<file path="src/rtl/pid_math_seq_if.sv">
// pid_math_seq_if: signal bundle between the PID math sequencer, the shared
// 16-bit ALU and the A2D/drive environment.
//   master : the sequencer. Takes start/clear, sensor and gain inputs and the
//            ALU result. Drives the ALU selects/controls, the working registers
//            and busy/done.
//   slave  : the environment (front end + ALU) side of the same signals.
interface pid_math_seq_if;
  logic        strt;
  logic        clr_intgrl;
  logic [11:0] A2D_res;
  logic [11:0] Fwd;
  logic [13:0] Pterm;
  logic [11:0] Iterm;
  logic [15:0] dst;
  logic [2:0]  src1sel;
  logic [2:0]  src0sel;
  logic        multiply;
  logic        sub;
  logic        mult2;
  logic        mult4;
  logic        saturate;
  logic [11:0] Error;
  logic [11:0] Intgrl;
  logic [11:0] Icomp;
  logic [15:0] Pcomp;
  logic [15:0] Accum;
  logic        busy;
  logic        done;

  modport master (
    input  strt, clr_intgrl, A2D_res, Fwd, Pterm, Iterm, dst,
    output src1sel, src0sel, multiply, sub, mult2, mult4, saturate,
    output Error, Intgrl, Icomp, Pcomp, Accum, busy, done
  );

  modport slave (
    output strt, clr_intgrl, A2D_res, Fwd, Pterm, Iterm, dst,
    input  src1sel, src0sel, multiply, sub, mult2, mult4, saturate,
    input  Error, Intgrl, Icomp, Pcomp, Accum, busy, done
  );
endinterface

</file>
<file path="src/rtl/pid_math_seq.sv">
// pid_math_seq: sequencer for the shared 16-bit PID ALU. Each accepted start
// walks the ALU through ERR, INTG, ICMP, PCMP, ACC1 and ACC2 and captures dst
// into Error, Intgrl, Icomp, Pcomp and Accum. Accum is the drive command,
// valid when done pulses.
// Ports:
//   clk    system clock
//   rst_n  asynchronous active-low reset
//   bus    pid_math_seq_if.master: strt/clr_intgrl and the sensor and gain
//          inputs, dst from the ALU, the ALU selects/controls, the working
//          registers, and busy/done
// Parameters:
//   MULT_CYC  cycles that each multiply step holds its selects (>=1)
//   INT_DEC   Intgrl is written on every INT_DEC-th sequence (>=1)
module pid_math_seq #(
  parameter int unsigned MULT_CYC = 2,
  parameter int unsigned INT_DEC  = 4
) (
  input  logic              clk,
  input  logic              rst_n,
  pid_math_seq_if.master    bus
);

  typedef enum logic [2:0] {IDLE, ERR, INTG, ICMP, PCMP, ACC1, ACC2} state_t;

  localparam int unsigned MW = (MULT_CYC > 1) ? $clog2(MULT_CYC) : 1;
  localparam int unsigned DW = (INT_DEC > 1) ? $clog2(INT_DEC) : 1;
  localparam logic [MW-1:0] MULT_LD = MW'(MULT_CYC - 1);
  localparam logic [DW-1:0] DEC_TOP = DW'(INT_DEC - 1);

  state_t        state, nxt_state;
  logic [MW-1:0] mult_cnt;
  logic [DW-1:0] dec_cnt;
  logic          mult_st;
  logic          mult_last;

  assign mult_st   = (state == ICMP) || (state == PCMP);
  assign mult_last = (mult_cnt == '0);

  always_ff @(posedge clk or negedge rst_n) begin
    if (!rst_n) state <= IDLE;
    else        state <= nxt_state;
  end

  // Moore decode: selects and controls depend on the state register only.
  always_comb begin
    nxt_state    = state;
    bus.src1sel  = '0;
    bus.src0sel  = '0;
    bus.multiply = 1'b0;
    bus.sub      = 1'b0;
    bus.saturate = 1'b0;
    case (state)
      IDLE: if (bus.strt) nxt_state = ERR;
      ERR: begin
        bus.src1sel  = 3'd4;
        bus.src0sel  = 3'd0;
        bus.sub      = 1'b1;
        bus.saturate = 1'b1;
        nxt_state    = INTG;
      end
      INTG: begin
        bus.src1sel  = 3'd3;
        bus.src0sel  = 3'd1;
        bus.saturate = 1'b1;
        nxt_state    = ICMP;
      end
      ICMP: begin
        bus.src1sel  = 3'd1;
        bus.src0sel  = 3'd1;
        bus.multiply = 1'b1;
        if (mult_last) nxt_state = PCMP;
      end
      PCMP: begin
        bus.src1sel  = 3'd2;
        bus.src0sel  = 3'd4;
        bus.multiply = 1'b1;
        if (mult_last) nxt_state = ACC1;
      end
      ACC1: begin
        bus.src1sel = 3'd4;
        bus.src0sel = 3'd3;
        nxt_state   = ACC2;
      end
      ACC2: begin
        bus.src1sel  = 3'd0;
        bus.src0sel  = 3'd2;
        bus.saturate = 1'b1;
        nxt_state    = IDLE;
      end
      default: nxt_state = IDLE;
    endcase
  end

  assign bus.mult2 = 1'b0;
  assign bus.mult4 = 1'b0;
  assign bus.busy  = (state != IDLE);

  // Held at MULT_LD whenever no multiply is counting, so it already holds the
  // reload value on entry to ICMP and again on the ICMP->PCMP hand-over.
  always_ff @(posedge clk or negedge rst_n) begin
    if (!rst_n)                    mult_cnt <= '0;
    else if (mult_st && !mult_last) mult_cnt <= mult_cnt - 1'b1;
    else                           mult_cnt <= MULT_LD;
  end

  // A clear takes priority over an integrator write on the same edge.
  always_ff @(posedge clk or negedge rst_n) begin
    if (!rst_n) begin
      bus.Intgrl <= '0;
      dec_cnt    <= '0;
    end else if (bus.clr_intgrl) begin
      bus.Intgrl <= '0;
      dec_cnt    <= '0;
    end else if (state == INTG) begin
      if (dec_cnt == DEC_TOP) begin
        bus.Intgrl <= bus.dst[11:0];
        dec_cnt    <= '0;
      end else begin
        dec_cnt <= dec_cnt + 1'b1;
      end
    end
  end

  always_ff @(posedge clk or negedge rst_n) begin
    if (!rst_n) begin
      bus.Error <= '0;
      bus.Icomp <= '0;
      bus.Pcomp <= '0;
      bus.Accum <= '0;
      bus.done  <= 1'b0;
    end else begin
      bus.done <= (state == ACC2);
      if (state == ERR)                bus.Error <= bus.dst[11:0];
      if (state == ICMP && mult_last)  bus.Icomp <= bus.dst[11:0];
      if (state == PCMP && mult_last)  bus.Pcomp <= bus.dst;
      if (state == ACC1 || state == ACC2) bus.Accum <= bus.dst;
    end
  end

endmodule

</file>
<file path="src/flat_wrapper.sv">
// flat-port wrapper written by rule: the top's interface ports become plain ports
module pid_math_seq_flat 
#(
  parameter int unsigned MULT_CYC = 2,
  parameter int unsigned INT_DEC  = 4
)
  (clk, rst_n, bus_strt, bus_clr_intgrl, bus_A2D_res, bus_Fwd, bus_Pterm, bus_Iterm, bus_dst, bus_src1sel, bus_src0sel, bus_multiply, bus_sub, bus_mult2, bus_mult4, bus_saturate, bus_Error, bus_Intgrl, bus_Icomp, bus_Pcomp, bus_Accum, bus_busy, bus_done);
  pid_math_seq_if bus_i ();
  input  logic clk;
  input  logic rst_n;
  input wire logic [$bits(bus_i.strt)-1:0] bus_strt;
  input wire logic [$bits(bus_i.clr_intgrl)-1:0] bus_clr_intgrl;
  input wire logic [$bits(bus_i.A2D_res)-1:0] bus_A2D_res;
  input wire logic [$bits(bus_i.Fwd)-1:0] bus_Fwd;
  input wire logic [$bits(bus_i.Pterm)-1:0] bus_Pterm;
  input wire logic [$bits(bus_i.Iterm)-1:0] bus_Iterm;
  input wire logic [$bits(bus_i.dst)-1:0] bus_dst;
  output wire logic [$bits(bus_i.src1sel)-1:0] bus_src1sel;
  output wire logic [$bits(bus_i.src0sel)-1:0] bus_src0sel;
  output wire logic [$bits(bus_i.multiply)-1:0] bus_multiply;
  output wire logic [$bits(bus_i.sub)-1:0] bus_sub;
  output wire logic [$bits(bus_i.mult2)-1:0] bus_mult2;
  output wire logic [$bits(bus_i.mult4)-1:0] bus_mult4;
  output wire logic [$bits(bus_i.saturate)-1:0] bus_saturate;
  output wire logic [$bits(bus_i.Error)-1:0] bus_Error;
  output wire logic [$bits(bus_i.Intgrl)-1:0] bus_Intgrl;
  output wire logic [$bits(bus_i.Icomp)-1:0] bus_Icomp;
  output wire logic [$bits(bus_i.Pcomp)-1:0] bus_Pcomp;
  output wire logic [$bits(bus_i.Accum)-1:0] bus_Accum;
  output wire logic [$bits(bus_i.busy)-1:0] bus_busy;
  output wire logic [$bits(bus_i.done)-1:0] bus_done;
  assign bus_i.strt = bus_strt;
  assign bus_i.clr_intgrl = bus_clr_intgrl;
  assign bus_i.A2D_res = bus_A2D_res;
  assign bus_i.Fwd = bus_Fwd;
  assign bus_i.Pterm = bus_Pterm;
  assign bus_i.Iterm = bus_Iterm;
  assign bus_i.dst = bus_dst;
  assign bus_src1sel = bus_i.src1sel;
  assign bus_src0sel = bus_i.src0sel;
  assign bus_multiply = bus_i.multiply;
  assign bus_sub = bus_i.sub;
  assign bus_mult2 = bus_i.mult2;
  assign bus_mult4 = bus_i.mult4;
  assign bus_saturate = bus_i.saturate;
  assign bus_Error = bus_i.Error;
  assign bus_Intgrl = bus_i.Intgrl;
  assign bus_Icomp = bus_i.Icomp;
  assign bus_Pcomp = bus_i.Pcomp;
  assign bus_Accum = bus_i.Accum;
  assign bus_busy = bus_i.busy;
  assign bus_done = bus_i.done;
  pid_math_seq #(.MULT_CYC(MULT_CYC), .INT_DEC(INT_DEC)) u_core (.clk(clk), .rst_n(rst_n), .bus(bus_i));
endmodule
</file>
<file path="config.mk">
export PLATFORM = sky130hd
export DESIGN_NAME = pid_math_seq_flat
export DESIGN_NICKNAME = d
export VERILOG_FILES = /design/src/rtl/pid_math_seq_if.sv /design/src/rtl/pid_math_seq.sv /design/src/flat_wrapper.sv
export SDC_FILE = /design/constraint.sdc
export NUM_CORES = 1
export LEC_CHECK = 0
export CAP_MARGIN = 25
export CORE_ASPECT_RATIO = 1.5
export CORE_MARGIN = 3
export CORE_UTILIZATION = 29
export CTS_BUF_LIST = sky130_fd_sc_hd__clkbuf_8
export DETAILED_ROUTE_END_ITERATION = 6
export GPL_ROUTABILITY_DRIVEN = 0
export PLACE_DENSITY_LB_ADDON = 0.2
export SYNTH_ARGS = -nofsm -noshare
export SYNTH_HDL_FRONTEND = slang
export SYNTH_SLANG_ARGS = --single-unit
</file>
<file path="constraint.sdc">
create_clock -name clk -period 3.8 [get_ports clk]
set_input_delay 0.76 -clock clk [delete_from_list [all_inputs] [get_ports clk]]
set_output_delay 0.76 -clock clk [all_outputs]
set_load 0.05 [all_outputs]
</file>
==> results of run 1 <==
flip-flops by register name, indices dropped and copies added, names as in the netlist:
signal	cells
u_core.bus.Pcomp	16
u_core.state	3
u_core.bus.Accum	16
u_core.dec_cnt	2
u_core.mult_cnt	1
u_core.bus.Intgrl	12
u_core.bus.Error	12
u_core.bus.done	1
u_core.bus.Icomp	12
cell usage in the layout, fill, tap and decap left out, drive strengths merged, types with 3 or more instances in the layout:
cell type,netlist,layout
a21oi,4,4
a22o,12,12
buf,11,4
clkbuf,0,9
clkdlybuf4s50,0,97
clkinv,0,3
dfrtp,75,75
inv,6,7
mux2,56,56
nand2,6,6
nor2,3,3
o21ai,4,4
metal layers:
metal | vias to the layer above | routed length (um) | track usage
met5 | - | 0 | 0
met4 | 0 | 210 | 0.0841
met3 | 14 | 378 | 0.0314
met2 | 65 | 3720 | 0.205
met1 | 994 | 3040 | 0.161
li1 | 887 | - | -
metrics by stage:
step | std cells | cell area [um2] | setup WS (ps) | utilization | hold WS, ps
2_1_floorplan | 195 | 3020 | 1300 | - | 464
3_3_place_gp | 401 | 4080 | 895 | 0.403 | 475
3_5_place_dp | 401 | 4080 | 892 | 0.403 | 482
4_1_cts | 417 | 4300 | 473 | 0.424 | 499
5_1_grt | 418 | 4320 | 343 | 0.427 | 163
6_report | 418 | 4320 | 529 | 0.427 | 189
cell families (layout without fill, tap and decap cells):
kind of cell             count (synthesis)  in the layout  share of synthesized area
AO/OA/AOI/OAI                           23             23                     0.0585
other                                    1              2                    0.00124
adder cells (fa/ha/maj)                  1              1                    0.00415
buffers and inverters                   17            123                     0.0390
AND/OR/NAND/NOR                         20             20                     0.0502
XOR/XNOR                                 1              1                    0.00291
multiplexers                            56             56                      0.222
flip-flops                              75             75                      0.622
path summary, 6_finish.rpt:
path,startpoint,endpoint,cells past startpoint
max,u_core.state[0]$_DFFE_PN0P_,bus_saturate,4
max reg2reg,u_core.state[2]$_DFFE_PN0P_,u_core.bus.Pcomp[3]$_DFFE_PN0P_,3
min in group clk,u_core.bus.Accum[6]$_DFFE_PN0P_,u_core.bus.Accum[6]$_DFFE_PN0P_,1
max in group asynchronous,rst_n,u_core.bus.Error[11]$_DFFE_PN0P_,2
min reg2reg,u_core.bus.Accum[6]$_DFFE_PN0P_,u_core.bus.Accum[6]$_DFFE_PN0P_,1
min,rst_n,u_core.bus.Pcomp[9]$_DFFE_PN0P_,1
power breakdown:
group          total, mW  internal [mW]  switching [mW]  leakage [nW]
Sequential          1.36           1.14           0.220         0.907
Clock              0.674          0.368           0.306         0.109
Combinational       2.78           1.01            1.77         0.826
worst register-to-register path, delay by kind of cell (launching register included):
kind | cells | cell delay (ps)
flip-flops | 1 | 610
AND/OR/NAND/NOR | 2 | 870
multiplexers | 1 | 400
area by class of cell:
class	instances	area, um2	share of cell area
clock buffers	9	124	0.0286
clock inverters	7	91.3	0.0211
inverters	6	22.5	0.00521
multi-input cells	103	1040	0.241
flip-flops and latches	75	1880	0.434
well taps	117	146	0.0339
repair buffers	101	1020	0.236
==> metrics.csv, run 1 <==
stage,metric,value,unit
global_route,vias in the first global route,2013,
setup_path,Buf/Inv on CP,2,
floorplanning,Placeable Area,10100,um2
sta,Final Setup Violations,0,
clocking,htree depth,3,
status,status,finished clean,
setup_path,Critical Path End Type,output port,
sta,final hold violation count,0,
sta,worst slew pin tran,859,ps
logic_synthesis,Seq cells post-synth,75,
logic_synthesis,Syn Area/Cell,15.5,um2
setup_path,Slowest Stage Delay on Critical Path,790,ps
clocking,clk_lat worst skew,360,ps
drt,first-pass detailed-route iteration total,4,
cells_and_area,# diodes,0,
logic_synthesis,synth warn,0,
clocking,Clock Tree Buf Depth,2,
logic_synthesis,Synth area leaders,"dfrtp_1 62%, mux2_2 14%, mux2_4 5.0%, a22o_1 3.5%, mux2_1 3.4%",
setup_path,Worst Path Required,3040,ps
cells_and_area,FILL cells,947,
power,LEAKAGE,1.84,nW
job,total of max-cap violations,0,
drt,final WL,7350,um
logic_synthesis,top-count cell post-synth,dfrtp_1,
setup_path,crit path cell chain,inv_1 -> nor3_4 -> or2_2 -> clkdlybuf4s50_1,
floorplanning,Chip Height,131,um
logic_synthesis,most area-hungry cell type in the Yosys netlist,dfrtp_1,
global_route,GR Util All Layers,0.132,
cells_and_area,Layout Nets,367,
sta,max-slew violations,0,
cells_and_area,share of layout cells above drive strength 1,0.256,
sta,RSZ-0062 raised after global routing,no,
sta,Final period util,0.861,
drt,post-route antenna net violation count,0,
logic_synthesis,Syn Inst Count,194,
floorplanning,IO Count,151,
clocking,CTS buffer count,9,
sta,fmax,306,MHz
clocking,CTS Hold Bufs,0,
global_route,first-pass GRT wire length,11100,um
global_route,antenna violations before repair,0,
drt,Vias,1960,
clocking,CTS tree,built,
logic_synthesis,count of flip-flops with a built-in enable after synthesis,0,
sta,fin crit period,3270,ps
setup_path,"Slowest-stage cell, CP",clkdlybuf4s50_1,
clocking,clk sink count,75,
logic_synthesis,ys flop type,dfrtp_1,
setup_path,Crit path max-delay family,buffers and inverters,
cells_and_area,Area Growth Syn to Fin,43.4,%
floorplanning,Std-Cell Rows,45,
setup_path,crit path DAT,2510,ps
logic_synthesis,commonest cells in the synthesized netlist,"75 x dfrtp_1, 37 x mux2_2, 12 x a22o_1",
drt,DR WL/cell,17.6,um
clocking,Clock Root Buffer,clkbuf_8,
drt,DR DRC count,0,
setup_path,reg2reg setup slack,1810,ps
drt,Avg Vias per Cell,4.69,
global_route,largest net degree at the start of global routing,76,
sta,Clock Skew,9.99,ps
clocking,Resize count post-CTS,0,
place,detailed placer's ending HPWL,4930,um
setup_path,CP Max Fanout,11,
logic_synthesis,asr flop ratio synth,1.00,
setup_path,critical path class,reg -> out,
logic_synthesis,post-synth top area share,0.622,
floorplanning,DIE AREA,11700,um2
sta,total negative slack,0,ps
logic_synthesis,mapped cell area,3020,um2
hold_path,hold crit path type,in -> async,
floorplanning,Die W,89.3,um
logic_synthesis,Yosys cell types,33,
logic_synthesis,register area share after synthesis,0.622,
power,worst vdd ir,517,uV
setup_path,Startpoint Class,register,
clocking,Clock transition at path regs,90,ps
drt,drt first-iter violations,40,
power,pwr dens,1110,nW/um2
global_route,Overflow after GRT,0,
place,IO Port Bufs,98,
clocking,# Post-CTS Setup Buffers,0,
power,Design Power,4.81,mW
sta,max_slew headroom,0.425,
floorplanning,Initial Util,0.298,
(Power assumes the default switching activity.)
==> run 2, diff against run 1 <==
- PLACE_DENSITY_LB_ADDON: 0.2 -> not set
==> run 2 against run 1 <==
Non-clock buffer count unchanged. Core utilization increased by 0.19 points. Clock-buffer cell count increased by 1. Critical path type unchanged. Die area unchanged. Global-route usage increased by 0.21 points. Combinational power about the same. Via count increased by 1.5%. Clock skew decreased by 3.5 ps.
==> metrics.csv, run 2 (synthesized netlist as in run 1, its figures left out) <==
stage,metric,value,unit
status,status,finished clean,
clocking,Clock Tree Buf Depth,2,
drt,drt first-iter violations,50,
drt,post-route antenna net violation count,0,
sta,fmax,313,MHz
global_route,first-pass GRT wire length,11500,um
sta,RSZ-0062 raised after global routing,no,
cells_and_area,Multi-input gate area,1040,um2
global_route,Overflow after GRT,0,
clocking,Resize count post-CTS,0,
clocking,# Post-CTS Setup Buffers,0,
floorplanning,DIE AREA,11700,um2
sta,max-slew violations,0,
power,pwr dens,1120,nW/um2
job,total of max-cap violations,0,
drt,final WL,7340,um
cells_and_area,Reg area,1880,um2
floorplanning,Chip Height,131,um
global_route,antenna violations before repair,0,
setup_path,CP Max Fanout,10,
floorplanning,Std-Cell Rows,45,
place,pre-CTS WS,933,ps
sta,Final Setup Violations,0,
floorplanning,Placeable Area,10100,um2
clocking,htree depth,3,
hold_path,hold crit path type,in -> async,
floorplanning,IO Count,151,
sta,final hold violation count,0,
clocking,clk_lat worst skew,340,ps
clocking,clk sink count,75,
place,detailed placer's ending HPWL,4890,um
drt,DR WL/cell,17.6,um
cells_and_area,Layout Nets,367,
sta,fin crit period,3200,ps
clocking,Clock Root Buffer,clkbuf_8,
sta,worst slew pin tran,899,ps
cells_and_area,"most common cell after layout, fill and taps aside",clkdlybuf4s50_1,
drt,Vias,1989,
sta,Clock Skew,6.50,ps
drt,first-pass detailed-route iteration total,4,
setup_path,Startpoint Class,register,
global_route,largest net degree at the start of global routing,76,
setup_path,Critical Path End Type,output port,
drt,Avg Vias per Cell,4.76,
cells_and_area,biggest regs,"u_core.bus.Accum: 16 flops, u_core.bus.Pcomp: 16 flops",
floorplanning,Die W,89.3,um
clocking,CTS buffer count,9,
power,worst vdd ir,464,uV
clocking,CTS tree,built,
sta,max_slew headroom,0.398,
cells_and_area,Area Growth Syn to Fin,44.0,%
cells_and_area,# diodes,0,
global_route,GR Util All Layers,0.134,
cells_and_area,most frequent cells in the layout,"97 x clkdlybuf4s50_1, 75 x dfrtp_1, 37 x mux2_2, 12 x a22o_1",
place,IO Port Bufs,98,
sta,total negative slack,0,ps
setup_path,Worst Path Required,3040,ps
floorplanning,Initial Util,0.298,
drt,DR DRC count,0,
setup_path,critical path class,reg -> out,
sta,Worst Slack Setup Final,602,ps
cells_and_area,share of layout cells above drive strength 1,0.252,
clocking,CTS Hold Bufs,0,
clocking,Clock transition at path regs,70,ps
cells_and_area,FILL cells,954,
sta,Final period util,0.842,
global_route,vias in the first global route,2074,
power,LEAKAGE,1.86,nW
setup_path,crit path DAT,2440,ps
run 2: cell types whose count changed in the layout (fill, tap and decap cells not counted), sizes merged:
cell	delta
bufinv	+1
clkbuf	+1
clkinv	-1
clkinvlp	-1
run 2: layer usage:
| metal | GRT usage | part of all wire | vias up | wire length (um) |
|---|---|---|---|---|
| met4 | 0.0666 | 0.018 | 0 | 129 |
| met2 | 0.217 | 0.52 | 70 | 3840 |
| met5 | 0 | 0 | - | 0 |
| li1 | - | - | 882 | - |
| met1 | 0.162 | 0.40 | 1027 | 2950 |
| met3 | 0.0358 | 0.058 | 10 | 427 |
run 2: final cells by class:
| type | count | area share |
|---|---|---|
| clock buffers | 10 | 0.0317 |
| clock inverters | 6 | 0.0239 |
| inverters | 6 | 0.00519 |
| multi-input cells | 103 | 0.240 |
| flip-flops and latches | 75 | 0.432 |
| well taps | 117 | 0.0337 |
| repair buffers | 101 | 0.233 |
run 2: path summary, 6_finish.rpt:
| check | start | end | slack [ps] | depth (start not counted) |
|---|---|---|---|---|
| worst max-delay path | u_core.state[2]$_DFFE_PN0P_ | bus_multiply | 600 | 3 |
| worst min-delay path | rst_n | u_core.bus.Pcomp[12]$_DFFE_PN0P_ | 370 | 1 |
| worst max register to register | u_core.state[2]$_DFFE_PN0P_ | u_core.bus.Icomp[2]$_DFFE_PN0P_ | 1810 | 3 |
| worst min register to register | u_core.bus.Accum[13]$_DFFE_PN0P_ | u_core.bus.Accum[13]$_DFFE_PN0P_ | 490 | 1 |
| max in group asynchronous | rst_n | u_core.bus.Intgrl[1]$_DFFE_PN0P_ | 2850 | 2 |
| min in group clk | u_core.bus.Accum[13]$_DFFE_PN0P_ | u_core.bus.Accum[13]$_DFFE_PN0P_ | 490 | 1 |
run 2: power breakdown:
group | leakage, nW | internal [mW] | switching, mW
registers | 0.907 | 1.14 | 0.228
clock network | 0.127 | 0.450 | 0.285
logic | 0.823 | 1.01 | 1.76
run 2: stage by stage:
| step | instances | power [mW] | cell area, um2 | util | hold slack [ps] |
|---|---|---|---|---|---|
| CTS | 417 | 4.94 | 4320 | 0.427 | 496 |
| floorplan | 195 | 3.26 | 3020 | - | 464 |
| global route | 418 | 5.13 | 4340 | 0.429 | 398 |
| detailed placement | 401 | 4.18 | 4080 | 0.403 | 480 |
| finish | 418 | 4.87 | 4340 | 0.429 | 371 |
| global placement | 401 | 4.15 | 4080 | 0.403 | 475 |
run 2: critical path, stage by stage, from the launching register on:
cell,delay [ps]
dfrtp_1,600
or3b_4,490
o21ai_0,140
clkdlybuf4s50_1,860
==> run 3, diff against run 2 <==
- clock period: 3.8 -> 3.4 ns (I/O delays scaled with it)
==> run 3 against run 2 <==
Largest power group unchanged. Critical path depth unchanged. Core utilization down 0.40 points. Sequential power up 12%. Final cell count up 0.24%. Register-to-register slack worse by 420 ps. Non-clock buffer count up 1. Worst setup slack worse by 310 ps. Sequential share of layout area up 0.40 points. Wire length down 3.4%. Largest cell class unchanged. Clock skew up 1.9 ps. Total power up 7.9%.
==> metrics.csv, run 3 (synthesized netlist as in run 1, its figures left out) <==
stage,metric,value,unit
power,Seq pwr share,0.289,
cells_and_area,Area Growth Syn to Fin,42.7,%
power,worst vdd ir,568,uV
power,Gate power share,0.588,
setup_path,Startpoint Class,register,
cells_and_area,final core occ,0.425,
global_route,Overflow after GRT,0,
sta,WHS,269,ps
sta,max-slew violations,0,
floorplanning,IO Count,151,
cells_and_area,FILL cells,961,
global_route,first-pass GRT wire length,11300,um
place,IO Port Bufs,98,
power,LEAKAGE,1.85,nW
global_route,GR Util All Layers,0.130,
hold_path,hold crit path type,in -> async,
clocking,clk_lat worst skew,340,ps
power,Switching Fraction,0.479,
power,NetSw,2.52,mW
clocking,CTS tree,built,
floorplanning,Initial Util,0.298,
place,detailed placer's ending HPWL,4740,um
floorplanning,DIE AREA,11700,um2
clocking,# Post-CTS Setup Buffers,0,
clocking,CTS Hold Bufs,0,
power,Pint,2.74,mW
setup_path,critical path class,reg -> out,
power,pwr dens,1220,nW/um2
floorplanning,Die W,89.3,um
clocking,CTS buffer count,9,
cells_and_area,share of layout cells above drive strength 1,0.258,
cells_and_area,most frequent cells in the layout,"95 x clkdlybuf4s50_1, 75 x dfrtp_1, 37 x mux2_2, 13 x clkbuf_8, 12 x a22o_1",
global_route,antenna violations before repair,0,
floorplanning,Chip Height,131,um
drt,final WL,7090,um
sta,total negative slack,0,ps
sta,worst slew pin tran,858,ps
drt,DR DRC count,0,
global_route,vias in the first global route,2112,
place,placed instance area,4080,um2
sta,final hold violation count,0,
place,pre-CTS WS,661,ps
clocking,Clock Root Buffer,clkbuf_8,
clocking,Resize count post-CTS,0,
sta,fin crit period,3110,ps
setup_path,CP Max Fanout,10,
cells_and_area,Finished Cell Area,4300,um2
cells_and_area,# diodes,0,
drt,DR WL/cell,16.9,um
sta,Final Setup Violations,0,
drt,drt first-iter violations,64,
sta,RSZ-0062 raised after global routing,no,
cells_and_area,Layout Nets,368,
setup_path,crit path DAT,2430,ps
setup_path,Worst Path Required,2720,ps
place,placed cells,402,
drt,Vias,1961,
floorplanning,Placeable Area,10100,um2
setup_path,Critical Path End Type,output port,
floorplanning,Std-Cell Rows,45,
drt,post-route antenna net violation count,0,
sta,fmax,322,MHz
clocking,clk sink count,75,
cells_and_area,"most common cell after layout, fill and taps aside",clkdlybuf4s50_1,
clocking,Clock Tree Buf Depth,2,
power,Design Power,5.26,mW
clocking,Clock transition at path regs,80,ps
sta,Worst Slack Setup Final,292,ps
cells_and_area,biggest regs,"u_core.bus.Accum: 16 flops, u_core.bus.Pcomp: 16 flops",
sta,Clock Skew,8.39,ps
job,total of max-cap violations,0,
sta,max_slew headroom,0.428,
clocking,htree depth,3,
drt,first-pass detailed-route iteration total,4,
drt,Avg Vias per Cell,4.68,
sta,Final period util,0.914,
status,status,finished clean,
cells_and_area,Layout Cells excl Fill,419,
global_route,largest net degree at the start of global routing,76,
power,clock group share of total power,0.123,
-- run 3: power groups by stage --
stage | combinational, mW | clock [mW] | sequential, mW
5_1_grt | 3.25 | 0.711 | 1.58
6_report | 3.09 | 0.646 | 1.52
3_5_place_dp | 3.12 | 0 | 1.54
2_1_floorplan | 0.950 | 0 | 2.69
3_3_place_gp | 3.10 | 0 | 1.53
4_1_cts | 3.12 | 0.680 | 1.53
-- run 3: path summary, 6_finish.rpt --
| path | endpoint | startpoint | slack (ps) | cells past startpoint |
|---|---|---|---|---|
| max | bus_multiply | u_core.state[2]$_DFFE_PN0P_ | 290 | 3 |
| min | u_core.bus.Error[9]$_DFFE_PN0P_ | rst_n | 270 | 1 |
| max reg2reg | u_core.bus.Icomp[10]$_DFFE_PN0P_ | u_core.state[2]$_DFFE_PN0P_ | 1390 | 3 |
| min reg2reg | u_core.bus.Accum[9]$_DFFE_PN0P_ | u_core.bus.Accum[9]$_DFFE_PN0P_ | 490 | 1 |
| max in group asynchronous | u_core.bus.Accum[4]$_DFFE_PN0P_ | rst_n | 2570 | 2 |
| min in group clk | u_core.bus.Accum[9]$_DFFE_PN0P_ | u_core.bus.Accum[9]$_DFFE_PN0P_ | 490 | 1 |
-- run 3: final cells by class --
class                      instances  area (um2)  share of cell area
sequential                        75        1880               0.436
timing repair buffer             102        1020               0.238
inverter                           6        22.5             0.00523
clock inverter                     3        12.5             0.00291
multi-input combinational        103        1040               0.242
clock buffer                      13         179              0.0416
tap                              117         146              0.0340
-- run 3: worst max-delay path, stage by stage (launching register included) --
cell             delay, ps
dfrtp_1                600
or3b_4                 480
o21ai_0                140
clkdlybuf4s50_1        860
-- run 3: metal layers --
layer / global-route usage / wire [um] / up-vias
met3: 0.0314 / 402 / 11
met2: 0.209 / 3590 / 65
met1: 0.160 / 2930 / 992
met4: 0.0684 / 166 / 0
met5: 0 / 0 / -
li1: - / - / 893
